===== src/rtl/uart_pkg.sv =====
// Definitions shared by the UART receive and transmit paths so both ends
// agree on frame format and default baud divisor.
package uart_pkg;

    localparam int DATA_BITS            = 8;
    localparam int CLKS_PER_BIT_DEFAULT = 868;

    typedef enum logic [2:0] {
        IDLE  = 3'd0,
        START = 3'd1,
        DATA  = 3'd2,
        STOP  = 3'd3,
        BREAK = 3'd4
    } rx_state_t;

endpackage


===== src/rtl/sync_2ff.sv =====
// Two-flop synchronizer for a single asynchronous input; the reset value
// lets the caller pick the line's idle level.
module sync_2ff #(
    parameter logic RESET_VAL = 1'b0
) (
    input  logic i_clk,
    input  logic i_rst,
    input  logic i_d,
    output logic o_q
);

    logic meta_q;
    logic sync_q;

    always_ff @(posedge i_clk or posedge i_rst) begin
        if (i_rst) begin
            meta_q <= RESET_VAL;
            sync_q <= RESET_VAL;
        end else begin
            meta_q <= i_d;
            sync_q <= meta_q;
        end
    end

    assign o_q = sync_q;

endmodule


===== src/rtl/uart_rx.sv =====
// 8N1 serial receiver: start-bit validation at mid-bit, LSB-first data,
// stop-bit check with framing-error pulse and break hold-off.
module uart_rx
    import uart_pkg::*;
#(
    parameter int CLKS_PER_BIT = CLKS_PER_BIT_DEFAULT
) (
    input  logic       i_clk,
    input  logic       i_rst,
    input  logic       i_rx,
    output logic [7:0] o_data,
    output logic       o_valid,
    output logic       o_frame_err,
    output logic       o_busy
);

    localparam int HALF_BIT = CLKS_PER_BIT / 2;
    localparam int CW       = $clog2(CLKS_PER_BIT);

    localparam logic [CW-1:0] HALF_LAST = CW'(HALF_BIT - 1);
    localparam logic [CW-1:0] BIT_LAST  = CW'(CLKS_PER_BIT - 1);
    localparam logic [CW-1:0] CNT_ONE   = CW'(1);
    localparam logic [2:0]    IDX_LAST  = 3'(DATA_BITS - 1);

    logic                 rx_s;
    rx_state_t            state_q;
    logic [CW-1:0]        clk_cnt_q;
    logic [2:0]           bit_idx_q;
    logic [DATA_BITS-1:0] shift_q;
    logic [DATA_BITS-1:0] data_q;
    logic                 valid_q;
    logic                 frame_err_q;

    sync_2ff #(
        .RESET_VAL (1'b1)
    ) u_rx_sync (
        .i_clk (i_clk),
        .i_rst (i_rst),
        .i_d   (i_rx),
        .o_q   (rx_s)
    );

    always_ff @(posedge i_clk or posedge i_rst) begin
        if (i_rst) begin
            state_q     <= IDLE;
            clk_cnt_q   <= '0;
            bit_idx_q   <= '0;
            shift_q     <= '0;
            data_q      <= '0;
            valid_q     <= 1'b0;
            frame_err_q <= 1'b0;
        end else begin
            valid_q     <= 1'b0;
            frame_err_q <= 1'b0;
            case (state_q)
                IDLE: begin
                    clk_cnt_q <= '0;
                    if (!rx_s) begin
                        state_q <= START;
                    end
                end
                START: begin
                    // A start bit that is no longer low at mid-bit was noise.
                    if (clk_cnt_q == HALF_LAST) begin
                        clk_cnt_q <= '0;
                        bit_idx_q <= '0;
                        state_q   <= rx_s ? IDLE : DATA;
                    end else begin
                        clk_cnt_q <= clk_cnt_q + CNT_ONE;
                    end
                end
                DATA: begin
                    if (clk_cnt_q == BIT_LAST) begin
                        clk_cnt_q          <= '0;
                        shift_q[bit_idx_q] <= rx_s;
                        bit_idx_q          <= bit_idx_q + 3'd1;
                        if (bit_idx_q == IDX_LAST) begin
                            state_q <= STOP;
                        end
                    end else begin
                        clk_cnt_q <= clk_cnt_q + CNT_ONE;
                    end
                end
                STOP: begin
                    // Leaving mid-stop-bit leaves half a bit to catch a
                    // start edge that follows with no idle gap.
                    if (clk_cnt_q == BIT_LAST) begin
                        clk_cnt_q <= '0;
                        if (rx_s) begin
                            data_q  <= shift_q;
                            valid_q <= 1'b1;
                            state_q <= IDLE;
                        end else begin
                            frame_err_q <= 1'b1;
                            state_q     <= BREAK;
                        end
                    end else begin
                        clk_cnt_q <= clk_cnt_q + CNT_ONE;
                    end
                end
                BREAK: begin
                    clk_cnt_q <= '0;
                    if (rx_s) begin
                        state_q <= IDLE;
                    end
                end
                default: begin
                    clk_cnt_q <= '0;
                    state_q   <= IDLE;
                end
            endcase
        end
    end

    assign o_data      = data_q;
    assign o_valid     = valid_q;
    assign o_frame_err = frame_err_q;
    assign o_busy      = (state_q != IDLE);

endmodule

===== config.mk =====
export PLATFORM = sky130hd
export DESIGN_NAME = uart_rx
export DESIGN_NICKNAME = d
export VERILOG_FILES = /design/src/rtl/uart_pkg.sv /design/src/rtl/sync_2ff.sv /design/src/rtl/uart_rx.sv
export SDC_FILE = /design/constraint.sdc
export NUM_CORES = 1
export LEC_CHECK = 0
export CAP_MARGIN = 20
export CORE_UTILIZATION = 35
export CTS_CLUSTER_SIZE = 14
export DETAILED_ROUTE_END_ITERATION = 12
export PLACE_DENSITY = 0.53
export RECOVER_POWER = 50
export REMOVE_ABC_BUFFERS = 1
export SYNTH_ARGS = -nofsm -noshare
export SYNTH_HDL_FRONTEND = slang
export SYNTH_SLANG_ARGS = --single-unit

===== constraint.sdc =====
create_clock -name i_clk -period 2.45 [get_ports i_clk]
set_input_delay 0.6125 -clock i_clk [delete_from_list [all_inputs] [get_ports i_clk]]
set_output_delay 0.6125 -clock i_clk [all_outputs]
set_load 0.01 [all_outputs]

After elaboration in Yosys (flattened, before gate mapping)

Cells that the tools add are included.

$add $sub $neg: 2
Magnitude comparators: 2
Equality and inequality tests: 13
Mux-type cells: 24
Reductions and logical operators: 9

Operators with widths:

| kind                                                              | number |
|---|---|
| two-way mux 3 bit                                                 | 9 |
| two-way mux 10 bit                                                | 2 |
| one-hot mux 10 bit (2 select lines)                               | 1 |
| one-hot mux 3 bit (5 select lines)                                | 1 |
| adder 10 x 1 -> 10 bit, second input constant                     | 1 |
| equality test 10 bit, second input constant                       | 1 |
| equality test 10 x 9 -> 1 bit, second input constant              | 1 |
| inequality test 2 bit, second input constant                      | 5 |
| bitwise mux 8 bit                                                 | 1 |
| two-way mux 1 bit                                                 | 7 |
| equality test 3 x 2 -> 1 bit, second input constant               | 2 |
| equality test 3 bit, second input constant                        | 2 |
| one-hot mux 3 bit (2 select lines)                                | 1 |
| AND reduction 3 bit                                               | 2 |
| AND reduction 6 bit                                               | 1 |
| less-than comparator 3 x 4 -> 1 bit, second input constant        | 1 |
| adder 3 x 1 -> 3 bit, second input constant                       | 1 |
| demux 1 bit (select 3 bit)                                        | 1 |
| equality test 3 x 1 -> 1 bit, second input constant               | 1 |
| greater-or-equal comparator 3 x 1 -> 1 bit, second input constant | 1 |
| logical NOT 3 bit                                                 | 1 |
| nonzero test 3 bit                                                | 1 |
| two-way mux 2 bit                                                 | 1 |
| inequality test 2 x 1 -> 1 bit, second input constant             | 1 |
| other kinds (4)                                                   | 4 |

Bits in registers: 36
Input port bits: 3
Output and inout bits: 11
Logic and storage cells: 59

Longest topological paths before layout

Depth in word-level cells: 5
Gate-level depth with buffers: 6
Gate-level depth less buffers: 6

Modules after synthesis

Synthesis repeated with hierarchy kept, for this count alone.

Cells, all modules: 147
Area, all modules: 1691.6 sq um

By module, submodules not included:

| module   | instances | cells each | area each (sq um) | sequential area each (sq um) |
|---|---|---|---|---|
| uart_rx  | 1         | 144        | 1635.3            | 850.8 |
| sync_2ff | 1         | 3          | 56.3              | 52.6 |

Worst setup path after synthesis

Ideal clock, no wire load.

Kind: register -> register
From: reg clk_cnt_q[0]
To: reg data_q[0], in the netlist o_data[0]
Library setup time: 0.125 ns
Arrival: 1.827 ns
Data required time: 2.325 ns
Path slack: 0.498 ns
Stages on the path, launching flop included: 6
Buffers on the path: 0
Period minus slack after synthesis: 1.952 ns
Cells stage by stage: dfrtp_1 -> ha_1 -> and4bb_2 -> nand3_2 -> nor4_4 -> mux2_2

Cells in the longest elaborated chain, start to end: 2

RTL lines:

| element                              | line          | text |
|---|---|---|
| from (decl)                          | uart_rx.sv:27 | `logic [CW-1:0] clk_cnt_q;` |
| from (signal assigned)               | uart_rx.sv:69 | `clk_cnt_q <= clk_cnt_q + CNT_ONE;` |
| from (signal assigned)               | uart_rx.sv:81 | `clk_cnt_q <= clk_cnt_q + CNT_ONE;` |
| from (signal assigned)               | uart_rx.sv:98 | `clk_cnt_q <= clk_cnt_q + CNT_ONE;` |
| equality test 10 bit                 | uart_rx.sv:87 | `if (clk_cnt_q == BIT_LAST) begin` |
| AND reduction 3 bit (no source line) | -             |  |
| to (signal assigned)                 | uart_rx.sv:90 | `data_q <= shift_q;` |
| to (decl)                            | uart_rx.sv:30 | `logic [DATA_BITS-1:0] data_q;` |

No other way between the ends.
A chain may end at the register's enable or synchronous reset.

Final worst setup path

From: reg state_q[1]
To: out o_busy

Cells in the longest elaborated chain, start to end: 1

RTL lines:

| element                | line           | text |
|---|---|---|
| from (decl)            | uart_rx.sv:26  | `rx_state_t state_q;` |
| from (signal assigned) | uart_rx.sv:67  | `state_q <= rx_s ? IDLE : DATA;` |
| nonzero test 3 bit     | uart_rx.sv:118 | `assign o_busy = (state_q != IDLE);` |
| to (decl)              | uart_rx.sv:14  | `output logic o_busy` |

No other way between the ends.

==> results.json <==
{
  "outcome": "finished, final reports clean",
  "cts_tree": "done",
  "synthMuxAreaShare": 0.1115,
  "setup-tns-final_ns": 0,
  "synth_area_sq_um": 1717,
  "finalHoldViolations": 0,
  "fp.coreArea_sq_um": 4723,
  "skew_ns": 0.005958,
  "ff2ff_path_depth": 6,
  "n_antenna_cell": 0,
  "grt_antenna_before_repair": 0,
  "synth_top_family_by_area": "simple AND/OR/NAND/NOR gates",
  "cp-start-kind": "flop",
  "hold_path_depth": 0,
  "whs_ns": 0.3581,
  "syn_inst": 145,
  "postCtsSetupBuffers": 0,
  "yosysWarningCount": 0,
  "first_pass_iters": 4,
  "finalSetupViolCount": 0,
  "via_count": 1145,
  "root_buffer": "clkbuf_8",
  "totalWireLength_mm": 3.052,
  "synth_xor_area_frac": 0.04082,
  "ys_ff_latch": 36,
  "wl_per_cell_microns": 13.44,
  "fin_crit_sh": 0.9131,
  "cts_resized": 0,
  "required_ns": 1.84,
  "area_delta_synth_final_pct": 16.18,
  "leakagePower_uw": 0.0009029,
  "drt_iter0_drc": 80,
  "p_seq_frac": 0.596,
  "synth-compound-area-share": 0.04810,
  "hpwl_mm": 2.107,
  "comb_power_share": 0.016,
  "fmax_mhz": 447.0,
  "cp_data_arrival_time_ns": 1.62,
  "dieArea_sq_um": 5189,
  "grt_use_total": 0.1348,
  "slew_headroom": 0.4139,
  "die_x_microns": 72.04,
  "route.detailed.drc": 0,
  "swShare": 0.2121,
  "grt_pass1_vias": 1115,
  "start_util": 0.3634,
  "synth-seq-area-share": 0.5262,
  "row_count": 25,
  "io_buffers": 13,
  "clk_latency_ns": 0.29,
  "max-cap-violations": 0,
  "grt-ovfl-total": 0,
  "internal_power_uw": 794.2,
  "cts_made_buffers": 5,
  "synth_fa_ha_area_frac": 0.02915,
  "crit_path_end_kind": "primary output",
  "via_per_inst": 5.044,
  "place_congestion": 0.8131,
  "clk_pin_slew_worst_paths_ns": 0.07,
  "grt_pass1_wl_mm": 5.285,
  "hp-class": "reg -> reg",
  "path_max_fanout": 11,
  "rsz0062_at_grt": "no",
  "yosys.area_share.simple": 0.2157,
  "fin_nets": 167,
  "pwr_density_cell_nw_per_um2": 505.4,
  "ys_types": 40,
  "switchingPower_uw": 213.8,
  "irDropWorstVdd_uv": 223.5,
  "chipHeight_microns": 72.04,
  "nFillCells": 446,
  "clkPwrFrac": 0.388,
  "drtAntennaViolNets": 0,
  "drive_gt1_frac": 0.2063,
  "avgSynthCellArea_sq_um": 11.84,
  "cts_max_path_buffers": 2,
  "worst_pin_slew_ns": 0.8791,
  "period_needed_ns": 2.237,
  "ios": 14,
  "cts_hold_buf": 0,
  "htreeDepth": 2,
  "critical_path_class": "reg -> out",
  "drv_slew": 0,
  "clock_sinks": 36,
  "grt_max_degree": 37
}
metrics by stage:
step,utilization,std cells,instance area (sq um),total power (uW),worst slack [ns]
after floorplan,-,137,1683,621.0,0.4984
after global placement,0.4064,220,1919,630.0,0.4369
after detailed placement,0.4064,220,1919,630.8,0.4066
after CTS,0.4228,227,1997,1020,0.1966
after global routing,0.4223,227,1994,1045,0.1489
final,0.4223,227,1994,1008,0.2130
worst max-delay path: stages, from the launching register on:
cell and delay (ns):
dfrtp_1 0.49, or3_1 0.38, clkdlybuf4s50_1 0.48
final cells by class:
cell class | instances | area (sq um) | area share
Inverter | 4 | 15.01 | 0.007528
Clock inverter | 1 | 5.005 | 0.002509
Multi-Input combinational cell | 97 | 764.5 | 0.3833
Clock buffer | 6 | 72.57 | 0.03639
Tap cell | 67 | 83.83 | 0.04203
Timing Repair Buffer | 16 | 150.1 | 0.07528
Sequential cell | 36 | 903.4 | 0.4529
sequential cells by signal, indices dropped and copies added, names as in the netlist:
signal and cells:
o_valid 1, clk_cnt_q 10, state_q 3, o_frame_err 1
u_rx_sync.meta_q 1, u_rx_sync.o_q 1, bit_idx_q 3, shift_q 8
o_data 8
cell usage in the layout, fill, tap and decap left out, types with 2 or more instances in the layout:
cell type,n
buf_4,2
nor2_1,5
and4_1,2
and3_1,3
ha_1,4
or3_1,2
nand3_1,4
nand4_1,4
dfrtp_1,34
inv_1,4
clkdlybuf4s50_1,10
mux2_2,17
nand4b_1,2
a22o_1,2
and2_1,2
nor3_1,13
nand2_1,8
dfstp_2,2
xor2_1,7
nor4b_1,2
dlygate4sd3_1,3
clkbuf_8,5
layer usage:
layer	up-vias	GRT usage	routed length, microns
li1	551	-	-
met5	-	0	0
met3	8	0.03472	103
met2	19	0.2023	1427
met1	567	0.1741	1439
met4	0	0.08497	82
cells by family (layout without fill, tap and decap cells):
group | after synthesis | after routing
buf+inv | 12 | 27
simple gates | 58 | 58
compound gates | 10 | 10
flops | 36 | 36
xor+xnor | 8 | 8
fa+ha+maj | 4 | 4
mux | 17 | 17
cells in the mapped netlist (all sizes together):
cell type,count,share of area
a21oi,1,0.0029
dfrtp,34,0.50
o21ai,1,0.0029
and4bb,1,0.0073
and4,2,0.010
mux2,17,0.11
nor3b,2,0.012
clkbuf,6,0.014
nand4,4,0.015
a2bb2oi,1,0.0087
o22a,1,0.0051
inv,4,0.0087
nand4bb,1,0.0066
dfstp,2,0.031
buf,2,0.0058
ha,4,0.029
nor2,5,0.011
nand2,8,0.017
and2,3,0.011
a311oi,1,0.0051
xor2,7,0.036
nor4,2,0.016
a221oi,1,0.0051
nor3,13,0.038
nand3,5,0.017
a22o,2,0.010
nand4b,2,0.010
and3,3,0.011
nor2b,1,0.0036
nor4b,3,0.019
xnor2,1,0.0051
a31oi,1,0.0036
a21o,1,0.0044
or3,2,0.0073
nand2b,1,0.0036
final timing paths:
path	start	end	slack [ns]
hold / removal	u_rx_sync.meta_q	u_rx_sync.o_q	0.36
hold reg to reg	u_rx_sync.meta_q	u_rx_sync.o_q	0.36
setup / recovery	state_q[1]	o_busy	0.21
max in group asynchronous	i_rst	clk_cnt_q[8]	0.87
setup reg to reg	clk_cnt_q[0]	o_data[7]	0.40
min in group asynchronous	i_rst	o_data[0]	1.03
power by group through the flow:
stage	Clock (uW)	Combinational [uW]	Sequential (uW)
3_5_place_dp	0	18.9	612
2_1_floorplan	0	10.8	610
3_3_place_gp	0	18.5	612
4_1_cts	400	18.8	601
5_1_grt	425	19.7	600
6_report	391	16.5	601
Note: power is estimated with default switching activity, not from simulation.
